===== src/rtl/sort_pkg.sv =====
// Shared types and constants for the burst sorter: FSM encoding, default sizes, clog2.
// No logic, so no latency and no backpressure.
package sort_pkg;

    localparam logic [1:0] ST_LOAD  = 2'd0;
    localparam logic [1:0] ST_SORT  = 2'd1;
    localparam logic [1:0] ST_DRAIN = 2'd2;

    typedef enum logic [1:0] {
        S_LOAD  = ST_LOAD,
        S_SORT  = ST_SORT,
        S_DRAIN = ST_DRAIN
    } state_t;

    localparam int SORT_N_DEF = 4;
    localparam int SORT_W_DEF = 4;

    function automatic int clog2(input int v);
        int r;
        r = 0;
        while ((1 << r) < v) begin
            r = r + 1;
        end
        return r;
    endfunction

endpackage


===== src/rtl/cmp_swap4.sv =====
// Unsigned compare-and-swap cell; swaps only on strict b < a so equal values keep their order.
// Purely combinational, zero latency, no backpressure.
module cmp_swap4 #(
    parameter int W = 4
) (
    input  logic [W-1:0] a,
    input  logic [W-1:0] b,
    output logic [W-1:0] lo,
    output logic [W-1:0] hi
);

    logic swap;

    assign swap = (b < a);
    assign lo   = swap ? b : a;
    assign hi   = swap ? a : b;

endmodule


===== src/rtl/sort4_seq.sv =====
// Burst sorter: loads N samples, runs N odd-even transposition phases, drains ascending.
// Latency N cycles from last input to first output; stalls only in DRAIN via out_ready.
module sort4_seq
    import sort_pkg::*;
#(
    parameter int N = SORT_N_DEF,
    parameter int W = SORT_W_DEF
) (
    input  logic         clk,
    input  logic         rst_n,
    input  logic         in_valid,
    output logic         in_ready,
    input  logic [W-1:0] in_data,
    output logic         out_valid,
    input  logic         out_ready,
    output logic [W-1:0] out_data,
    output logic         out_last,
    output logic         busy
);

    localparam int IW = clog2(N) + 1;
    localparam logic [IW-1:0] LAST = IW'(N - 1);

    state_t        state;
    logic [W-1:0]  r      [N];
    logic [W-1:0]  r_ph   [N];
    logic [W-1:0]  lo_v   [N-1];
    logic [W-1:0]  hi_v   [N-1];
    logic [IW-1:0] li;
    logic [IW-1:0] di;
    logic [IW-1:0] pc;
    logic [W-1:0]  rd_sel;

    // One cell per adjacent pair; the phase parity decides which cells commit.
    for (genvar g = 0; g < N - 1; g++) begin : g_cell
        cmp_swap4 #(.W(W)) u_cs (
            .a  (r[g]),
            .b  (r[g+1]),
            .lo (lo_v[g]),
            .hi (hi_v[g])
        );
    end

    always_comb begin
        for (int i = 0; i < N; i++) begin
            r_ph[i] = r[i];
        end
        for (int i = 0; i < N - 1; i++) begin
            if (pc[0] == 1'(i % 2)) begin
                r_ph[i]   = lo_v[i];
                r_ph[i+1] = hi_v[i];
            end
        end
    end

    always_comb begin
        rd_sel = '0;
        for (int i = 0; i < N; i++) begin
            if (di == IW'(i)) begin
                rd_sel = r[i];
            end
        end
    end

    assign out_data = out_valid ? rd_sel : '0;
    assign out_last = out_valid && (di == LAST);

    always_ff @(posedge clk or negedge rst_n) begin
        if (!rst_n) begin
            state     <= S_LOAD;
            li        <= '0;
            di        <= '0;
            pc        <= '0;
            in_ready  <= 1'b1;
            out_valid <= 1'b0;
            busy      <= 1'b0;
            for (int i = 0; i < N; i++) begin
                r[i] <= '0;
            end
        end else begin
            case (state)
                S_LOAD: begin
                    if (in_valid && in_ready) begin
                        for (int i = 0; i < N; i++) begin
                            if (li == IW'(i)) begin
                                r[i] <= in_data;
                            end
                        end
                        if (li == LAST) begin
                            li       <= '0;
                            pc       <= '0;
                            state    <= S_SORT;
                            in_ready <= 1'b0;
                            busy     <= 1'b1;
                        end else begin
                            li <= li + IW'(1);
                        end
                    end
                end
                S_SORT: begin
                    for (int i = 0; i < N; i++) begin
                        r[i] <= r_ph[i];
                    end
                    if (pc == LAST) begin
                        pc        <= '0;
                        di        <= '0;
                        state     <= S_DRAIN;
                        out_valid <= 1'b1;
                    end else begin
                        pc <= pc + IW'(1);
                    end
                end
                S_DRAIN: begin
                    if (out_ready) begin
                        if (di == LAST) begin
                            di        <= '0;
                            state     <= S_LOAD;
                            out_valid <= 1'b0;
                            busy      <= 1'b0;
                            in_ready  <= 1'b1;
                        end else begin
                            di <= di + IW'(1);
                        end
                    end
                end
                default: begin
                    state     <= S_LOAD;
                    in_ready  <= 1'b1;
                    out_valid <= 1'b0;
                    busy      <= 1'b0;
                end
            endcase
        end
    end

endmodule


===== config.mk =====
export PLATFORM = sky130hd
export DESIGN_NAME = sort4_seq
export DESIGN_NICKNAME = d
export VERILOG_FILES = /design/src/rtl/sort_pkg.sv /design/src/rtl/cmp_swap4.sv /design/src/rtl/sort4_seq.sv
export SDC_FILE = /design/constraint.sdc
export NUM_CORES = 1
export LEC_CHECK = 0
export BUFFER_PORTS_ARGS = -buffer_cell sky130_fd_sc_hd__buf_2
export CAP_MARGIN = 25
export CORE_AREA = 2 2 65 67
export CTS_BUF_LIST = sky130_fd_sc_hd__clkbuf_8
export DETAILED_ROUTE_END_ITERATION = 10
export DIE_AREA = 0 0 67 69
export PLACE_DENSITY = 0.72
export SLEW_MARGIN = 20
export SYNTH_ARGS = -nofsm -noshare
export SYNTH_HDL_FRONTEND = slang
export SYNTH_SLANG_ARGS = --single-unit

===== constraint.sdc =====
create_clock -name clk -period 2.3 [get_ports clk]
set_input_delay 0.23 -clock clk [delete_from_list [all_inputs] [get_ports clk]]
set_output_delay 0.23 -clock clk [all_outputs]
set_load 0.03 [all_outputs]

# [Yosys cells after proc, flatten, opt, wreduce, memory -nomap -nowiden]
# Cells that the tools add are included.
[word_totals] ff_bits=30 latch_bits=0 ramBits=0 mem_bits_ro=0 input_bits=8 word_cells=106 n_memories=0
[op_classes] n_addsub=3 mul=0 div=0 n_lt_le_gt_ge=3 eq_ne=23 shift=0 n_mux=47 n_bitwise=2 reduce_logical=17
[ops] cell="4-bit two-way mux" count=15
[ops] cell="16-bit case mux with 2 select lines" count=1
[ops] cell="5-bit AND reduction" count=6
[ops] cell="8-bit two-way mux" count=3
[ops] cell="3-bit two-way mux" count=7
[ops] cell="2-bit != test (second input constant)" count=9
[ops] cell="16-bit two-way mux" count=1
[ops] cell="3-bit by 2-bit equality test with 1-bit output (second input constant)" count=5
[ops] cell="4-bit < comparator" count=3
[ops] cell="3-bit case mux with 2 select lines" count=2
[ops] cell="2-bit two-way mux" count=5
[ops] cell="3-bit by 1-bit adder with 3-bit output (second input constant)" count=3
[ops] cell="1-bit two-way mux" count=9
[ops] cell="3-bit by 2-bit != test with 1-bit output (second input constant)" count=3
[ops] cell="1-bit case mux with 3 select lines" count=3
[ops] cell="3-bit by 1-bit equality test with 1-bit output (second input constant)" count=2
[ops] cell="3-bit logical NOT" count=2
[ops] cell="2-bit case mux with 3 select lines" count=1
[ops] cell="3-bit AND reduction" count=2
[ops] cell="2-bit by 1-bit != test with 1-bit output (second input constant)" count=2
[ops] cell="4-bit AND reduction" count=1
[ops] cell="2-bit nonzero test" count=2
[ops] cell="2-bit by 1-bit equality test with 1-bit output (second input constant)" count=1
[ops] cell="2-bit equality test (second input constant)" count=1
[ops] cell="other kinds (4)" count=6

# [Depth between registers and ports, before layout]
# Gate-level depths: netlist of the first run.
[depth] depth_word=6 mapped_depth=7

# [Modules after synthesis]
# From an unflattened synthesis of the first run, not the netlist that was laid out.
[hier_totals] cells_unflattened=227 hier_area_um2=2414.8
[modules_own_cells] module="sort4_seq" n_inst=1 cells_per_inst=161 area_per_inst_um2=1780.5
[modules_own_cells] module="cmp_swap4" n_inst=3 cells_per_inst=22 area_per_inst_um2=211.5

# [Worst setup path after synthesis of the first run]
# Ideal clock, no wire load.
[synth_path] path_kind="register to output" start="reg di[0]" end="out out_data[0]" arrival_ps=1657 required_time_ps=2070 setup_slack_ps=413 path_stages_with_launch=7 path_buffers=1 path_cell_list="dfrtp_1 ha_1 nor2b_1 and2_1 clkbuf_1 nand2_1 nand2_1"
[synth_between] elab_chain_cells=6 elab_cells_between_ends=9
[synth_lines] element="from (decl)" line_no="sort4_seq.sv:30" text="logic [IW-1:0] di;"
[synth_lines] element="from (signal assigned)" line_no="sort4_seq.sv:122" text="di <= di + IW'(1);"
[synth_lines] element="3-bit logical NOT" line_no="sort4_seq.sv:59" text="if (di == IW'(i)) begin"
[synth_lines] element="4-bit two-way mux (3 in series)" line_no="sort4_seq.sv:59"
[synth_lines] element="4-bit two-way mux (*)" line_no="sort4_seq.sv:59"
[synth_lines] element="4-bit two-way mux (*)" line_no="sort4_seq.sv:65" text="assign out_data = out_valid ? rd_sel : '0;"
[synth_lines] element="to (decl)" line_no="sort4_seq.sv:16" text="output logic [W-1:0] out_data,"
# Every way passes the cells marked *; elsewhere a longest branch is shown, timed or not.

# [Worst setup path in the final report of the first run]
[layout_path] start="reg r[7] (netlist name)" end="reg r[3] (netlist name)"
[layout_between] elab_chain_cells=3 elab_cells_between_ends=6
[layout_lines] element="from (decl)" line_no="sort4_seq.sv:25" text="logic [W-1:0] r [N];"
[layout_lines] element="from (signal, indexed assignment)" line_no="sort4_seq.sv:86" text="r[i] <= in_data;"
[layout_lines] element="from (signal, indexed assignment)" line_no="sort4_seq.sv:102" text="r[i] <= r_ph[i];"
[layout_lines] element="4-bit < comparator or 4-bit two-way mux (tied branches)" line_no="cmp_swap4.sv:14, cmp_swap4.sv:16"
[layout_lines] element="2-bit by 1-bit != test with 1-bit output (no line) or 8-bit two-way mux (tied branches)"
[layout_lines] element="5-bit AND reduction (no line) or 16-bit case mux with 2 select lines (tied branches)"
# Parallel ways exist; a longest one is shown, timed or not. The select of a mux whose other input is x is not followed.
# A chain may end at the register's enable or synchronous reset.

==> flow_metrics.env, run 1 <==
export IMPL_via_count=1582
export IMPL_yosysTopAreaCell="dfrtp_1"
export IMPL_hold_viol_final=19
export IMPL_post_cts_setup_buffers=0
export IMPL_first_global_vias=1603
export IMPL_p_leak_uw=0.00108
export IMPL_fin_nets=253
export IMPL_finClkSkew_ns=0.00763
export IMPL_r2r_end="r[3]"
export IMPL_fp_dieW_um=67
export IMPL_rsz0062_at_grt="no"
export IMPL_dieArea_um2=4620
export IMPL_start_util_pct=53.4
export IMPL_peakVddDrop_mv=0.488
export IMPL_drc=0
export IMPL_path_clk_slew_ns=0.07
export IMPL_yosys_cell_types_count=44
export IMPL_wl_per_cell_um=16.1
export IMPL_max_slew_margin_pct=52.9
export IMPL_dp_hpwl_um=3280
export IMPL_drive_gt1_share_pct=22.8
export IMPL_synth_top_area_share_pct=34.7
export IMPL_grt_start_max_net_pins=31
export IMPL_cp_top_family="compound AO/OA/AOI/OAI gates"
export IMPL_cp_slowest_cell="dfrtp_1"
export IMPL_chipHeight_um=69
export IMPL_yosysWarnings=0
export IMPL_n_fill_cell=358
export IMPL_maxSlewViolCount=0
export IMPL_worstSkewPairLatency_ns=0.28
export IMPL_io_pins=16
export IMPL_crit_buf_inv=1
export IMPL_wirelength_um=4470
export IMPL_critPathMaxFanout=6
export IMPL_synth_area_leaders="dfrtp_1, ha_1, mux2_4, a21oi_1, mux2i_1"
export IMPL_path_cells="inv_1, ha_1, a21oi_1, o21a_1, o21ai_1, a21oi_2, mux2_2"
export IMPL_antennaDiodeCount=0
export IMPL_syn_to_final_growth_pct=10.8
export IMPL_row_count=23
export IMPL_powerDensity_nw_per_um2=1230
export IMPL_violations="negative hold slack"
export IMPL_viasPerCell=5.69
export IMPL_drtIter0Drc=107
export IMPL_clock_sinks=30
export IMPL_cts_root_buf="clkbuf_8"
export IMPL_fin_crit_sh_pct=94.9
export IMPL_grt_pass1_wl_um=7760
export IMPL_grt_usage_pct=21.9
export IMPL_dr_pass1_iters=4
export IMPL_numCtsBuffers=5
export IMPL_synth_edff_count=0
export IMPL_postLayoutCoreUtil_pct=59.2
export IMPL_avgSynthCellArea_um2=10.0
export IMPL_synth_seq_cells=30
export IMPL_finalSetupViolCount=0
export IMPL_tns_ns=0
export IMPL_startpoint_type="register"
export IMPL_period_needed_ns=2.18
export IMPL_syn_inst=209
export IMPL_ys_async_sr_fraction_pct=100
export IMPL_cts_buffer_depth=2
export IMPL_cts_tree="built"
export IMPL_timing_rr_start="r[7]"
export IMPL_ant_nets=0
export IMPL_cts_resized=0
export IMPL_r2r_setup_slack_ns=0.12
export IMPL_power_uw=2840
export IMPL_rr_worst_depth=7
export IMPL_synthFlopType="dfrtp_1"
export IMPL_cts_htree_levels=2
export IMPL_critPathArrivalTime_ns=2.35
export IMPL_portBuffers=15
export IMPL_synthesis_nets=235
export IMPL_slowest_delay_ns=0.48
export IMPL_min_path_type="input port to asynchronous set/reset pin"
export IMPL_ys_seq_area_share_pct=36.0
export IMPL_grt_overflow_total=0
export IMPL_criticalPathCategory="register to register"
export IMPL_ctsHoldBuffers=0
export IMPL_fin_hold_ws_ns=-0.00337
export IMPL_status="finished, violations left"
export IMPL_worstMarginPinSlew_ns=0.706
export IMPL_place_congestion=0.806
export IMPL_fmax_mhz=458
export IMPL_maxCapViolCount=0
export IMPL_required_ns=2.47
export IMPL_critPathCaptureType="register"
export IMPL_fp_coreArea_um2=3910
export IMPL_syn_area_um2=2090
export IMPL_antenna_found_initial=0
-- metal layers --
metal  up-vias  global-route usage (%)  routed length, µm
li1        790                       -                  -
met2        23                    32.8               2120
met3         6                    4.40                131
met5         -                       0                  0
met1       763                    30.9               2130
met4         0                    8.16                 84
-- cell type report --
cell class	instances	area (µm²)	share of cell area [%]
Multi-Input combinational cell	155	1230	52.9
Clock buffer	5	68.8	2.97
Sequential cell	30	752	32.5
Clock inverter	3	45.0	1.94
Inverter	17	63.8	2.76
Tap cell	50	62.6	2.70
Timing Repair Buffer	18	97.6	4.21
-- worst max path at each step --
stage,from,to,slack (ns),cells past startpoint
global route,di[0],out_data[3],0.03,6
detailed placement,r[7],r[0],0.15,7
CTS,r[7],r[3],0.14,7
global placement,r[7],r[0],0.18,7
finish,r[7],r[3],0.12,7
floorplan,di[0],out_data[0],0.41,6
-- kinds of logic after synthesis --
logic type               Yosys count  share of synthesized area, %
AO/OA/AOI/OAI                     61                          22.0
AND/OR/NAND/NOR                   52                          12.2
flip-flops                        30                          36.0
buffers and inverters             24                          5.33
multiplexers                      24                          13.7
adder cells (fa/ha/maj)           18                          10.8
-- synthesized netlist by cell type (2+ instances only) --
master    number
a21o_1         3
a21oi_1       22
a22o_1         5
a22oi_1        3
buf_2          2
buf_6          2
clkbuf_1       2
dfrtp_1       29
ha_1          18
inv_1         15
inv_2          2
mux2_2         4
mux2_4         8
mux2i_1       11
nand2_1       23
nand2b_1       3
nand3_1        3
nor2_1        14
nor3b_1        2
o211ai_1       3
o21a_1         3
o21ai_0        4
o21ai_1        3
o221ai_1       4
o311ai_4       2
-- per-stage QoR --
step | hold slack, ns | std cells | area, µm² | setup slack (ns)
after detailed placement | 0.318 | 270 | 2200 | 0.151
after global routing | 0.0508 | 278 | 2320 | 0.0306
after CTS | 0.00947 | 278 | 2320 | 0.143
after global placement | 0.319 | 270 | 2200 | 0.179
after floorplan | -0.0656 | 209 | 2090 | 0.413
final | -0.00337 | 278 | 2320 | 0.117
-- worst register-to-register path, cell delays in order (launching register included) --
cell and delay [ns]:
dfrtp_1 0.48, inv_1 0.08, ha_1 0.32, a21oi_1 0.18
o21a_1 0.24, o21ai_1 0.11, a21oi_2 0.30, mux2_2 0.37
-- cells in the final DEF (no fill, tap or decap), types with 4 or more instances in the layout --
master    count
dfrtp_1      29
nand2_1      23
a21oi_1      22
ha_1         18
inv_1        15
buf_2        15
nor2_1       14
mux2i_1      11
mux2_4        8
a22o_1        5
clkbuf_8      5
o221ai_1      4
o21ai_0       4
mux2_2        4
-- sequential cells by signal, summed over array words and instances (netlist names) --
signal / count
r: 16
di: 3
li: 3
pc: 3
state: 2
busy: 1
in_ready: 1
out_valid: 1
-- report_power, final --
| part | switching, µW | total [µW] | internal, µW |
|---|---|---|---|
| clock network | 215 | 537 | 322 |
| logic | 728 | 1350 | 624 |
| registers | 252 | 950 | 698 |
| total | 1200 | 2840 | 1640 |
Power figures use the tool's default switching activity.
==> inputs of run 2 (changes only) <==
--- a/config.mk
+++ b/config.mk
@@ -6,11 +6,11 @@
 export NUM_CORES = 1
 export LEC_CHECK = 0
 export BUFFER_PORTS_ARGS = -buffer_cell sky130_fd_sc_hd__buf_2
-export CAP_MARGIN = 25
-export CORE_AREA = 2 2 65 67
+export CAP_MARGIN = 20
+export CORE_AREA = 2 2 91 49
 export CTS_BUF_LIST = sky130_fd_sc_hd__clkbuf_8
 export DETAILED_ROUTE_END_ITERATION = 10
-export DIE_AREA = 0 0 67 69
+export DIE_AREA = 0 0 93 51
 export PLACE_DENSITY = 0.72
 export SLEW_MARGIN = 20
 export SYNTH_ARGS = -nofsm -noshare
==> constraint.sdc (replaced) <==
create_clock -name clk -period 2.1 [get_ports clk]
set_input_delay 0.21 -clock clk [delete_from_list [all_inputs] [get_ports clk]]
set_output_delay 0.21 -clock clk [all_outputs]
set_load 0.03 [all_outputs]
==> run 2 against run 1 <==
Compared with the run above:
- final area increased by 4.5%
- sequential share of layout area decreased by 1.3 points
- sequential cell count unchanged
- register-to-register slack got worse by 0.06 ns
- clock-buffer cell count unchanged
- critical path type unchanged
- maximum frequency rose by 6.6%
- utilization increased by 0.11 points
- the flow now finishes without violations
- wire length rose by 12%
==> flow_metrics.env, run 2 (synthesis results as in run 1) <==
export IMPL_slowest_delay_ns=0.42
export IMPL_grt_pass1_wl_um=8220
export IMPL_first_global_vias=1560
export IMPL_largest_register_ffs=16
export IMPL_status="finished clean"
export IMPL_dieArea_um2=4740
export IMPL_cts_htree_levels=2
export IMPL_via_count=1629
export IMPL_top_register="r"
export IMPL_grt_overflow_total=0
export IMPL_peakVddDrop_mv=0.599
export IMPL_mostFrequentLayoutCells="dfrtp_1, nand2_1, a21oi_1"
export IMPL_min_to="busy"
export IMPL_rr_worst_depth=7
export IMPL_max_slew_margin_pct=53.1
export IMPL_path_clk_slew_ns=0.07
export IMPL_fp_dieW_um=93
export IMPL_chipHeight_um=51
export IMPL_required_ns=2.28
export IMPL_ant_nets=0
export IMPL_path_cells="inv_1, ha_1, o211ai_1, o21ai_2, a31oi_4, o311ai_4, mux2_4"
export IMPL_p_int_uw=1880
export IMPL_r2r_setup_slack_ns=0.05
export IMPL_cts_tree="built"
export IMPL_drive_gt1_share_pct=27.8
export IMPL_finalSetupViolCount=0
export IMPL_crit_buf_inv=1
export IMPL_combPwrFrac_pct=49.9
export IMPL_critPathMaxFanout=4
export IMPL_timing_rr_start="r[9]"
export IMPL_dp_hpwl_um=3780
export IMPL_cp_slowest_cell="dfrtp_1"
export IMPL_maxSlewViolCount=0
export IMPL_grt_usage_pct=23.5
export IMPL_powerDensity_nw_per_um2=1350
export IMPL_fin_nets=262
export IMPL_hold_viol_final=0
export IMPL_grt_start_max_net_pins=31
export IMPL_startpoint_type="register"
export IMPL_fp_coreArea_um2=4080
export IMPL_start_util_pct=51.2
export IMPL_numCtsBuffers=5
export IMPL_drtIter0Drc=118
export IMPL_post_cts_setup_buffers=0
export IMPL_cts_buffer_depth=2
export IMPL_clock_sinks=30
export IMPL_place_congestion=0.943
export IMPL_critPathArrivalTime_ns=2.22
export IMPL_viasPerCell=5.54
export IMPL_fmax_mhz=488
export IMPL_syn_to_final_growth_pct=15.9
export IMPL_worstHoldStart="out_ready"
export IMPL_dp_cells=285
export IMPL_n_fill_cell=364
export IMPL_min_path_cells=4
export IMPL_cts_root_buf="clkbuf_8"
export IMPL_final_common_cell="dfrtp_1"
export IMPL_period_needed_ns=2.05
export IMPL_min_path_type="input port to register"
export IMPL_p_leak_uw=0.00113
export IMPL_antenna_found_initial=0
export IMPL_wl_per_cell_um=17.0
export IMPL_drc=0
export IMPL_power_frac_seq_pct=32.0
export IMPL_power_uw=3260
export IMPL_cp_top_family="compound AO/OA/AOI/OAI gates"
export IMPL_portBuffers=15
export IMPL_criticalPathCategory="register to register"
export IMPL_worstSkewPairLatency_ns=0.29
export IMPL_row_count=17
export IMPL_wirelength_um=4990
export IMPL_p_clk_share_pct=18.1
export IMPL_critPathCaptureType="register"
export IMPL_fin_crit_sh_pct=97.5
export IMPL_io_pins=16
export IMPL_final_cells=294
export IMPL_dr_pass1_iters=4
export IMPL_worstMarginPinSlew_ns=0.704
export IMPL_p_sw_share_pct=42.4
export IMPL_p_sw_uw=1380
export IMPL_finClkSkew_ns=0.00454
export IMPL_r2r_end="r[5]"
export IMPL_tns_ns=0
export IMPL_antennaDiodeCount=0
export IMPL_maxCapViolCount=0
-- run 2: cell count changes in the layout (fill, tap and decap cells not counted), sizes merged --
cell,delta
buf,+8
clkinvlp,-1
dlygate4sd3,+1
inv,+1
-- run 2: per-stage QoR --
stage | utilization [%] | hold WS (ns) | instance area (µm²) | setup slack, ns
final | 59.3 | 0.262 | 2420 | 0.0527
after global routing | 59.3 | 0.281 | 2420 | -0.0225
after CTS | 58.5 | 0.247 | 2390 | 0.0396
after detailed placement | 55.6 | 0.293 | 2270 | 0.0830
after global placement | 55.6 | 0.292 | 2270 | 0.118
after floorplan | - | -0.0856 | 2090 | 0.230
-- run 2: worst reg2reg max path: cells and delay by family (launching register included) --
family / cells / cell delay [ns]
buffers and inverters: 1 / 0.11
AOI/OAI and AO/OA: 4 / 0.76
DFF: 1 / 0.42
adders and majority gates: 1 / 0.30
muxes: 1 / 0.34
-- run 2: per-layer routing --
layer  wire [µm]  GRT usage (%)  vias to the layer above
met1        2800           36.6                      755
li1            -              -                      808
met4          85           10.3                        0
met3         390           7.67                        8
met5           0              0                        -
met2        1710           28.3                       58
-- run 2: worst max path at each step --
stage               slack, ns  cells after the start  start     endpoint
finish                   0.05                      7   r[9]         r[5]
global route            -0.02                      7  di[1]  out_data[0]
CTS                      0.04                      5  di[0]  out_data[3]
detailed placement       0.08                      7   r[9]         r[4]
global placement         0.12                      7   r[7]         r[3]
floorplan                0.23                      7   r[9]        r[10]
-- run 2: timing repair --
action	4_1_cts	5_1_grt
gates resized for setup	0	8
hold endpoints to repair	29	0
hold buffers	1	0
endpoints found under the setup margin	0	14
-- run 2: area by class of cell --
cell class	instances	area [µm²]	area share (%)
multi-input cells	155	1250	51.8
flip-flops and latches	30	754	31.2
repair buffers	27	168	6.93
well taps	57	71.3	2.95
clock buffers	5	68.8	2.84
inverters	17	63.8	2.64
clock inverters	3	41.3	1.71
-- run 2: power groups by stage --
stage	clock (µW)	combinational, µW	sequential (µW)
after floorplan	0	1190	983
after global placement	0	1540	1030
after detailed placement	0	1570	1030
after CTS	603	1580	1020
after global routing	626	1780	1070
final	590	1630	1040
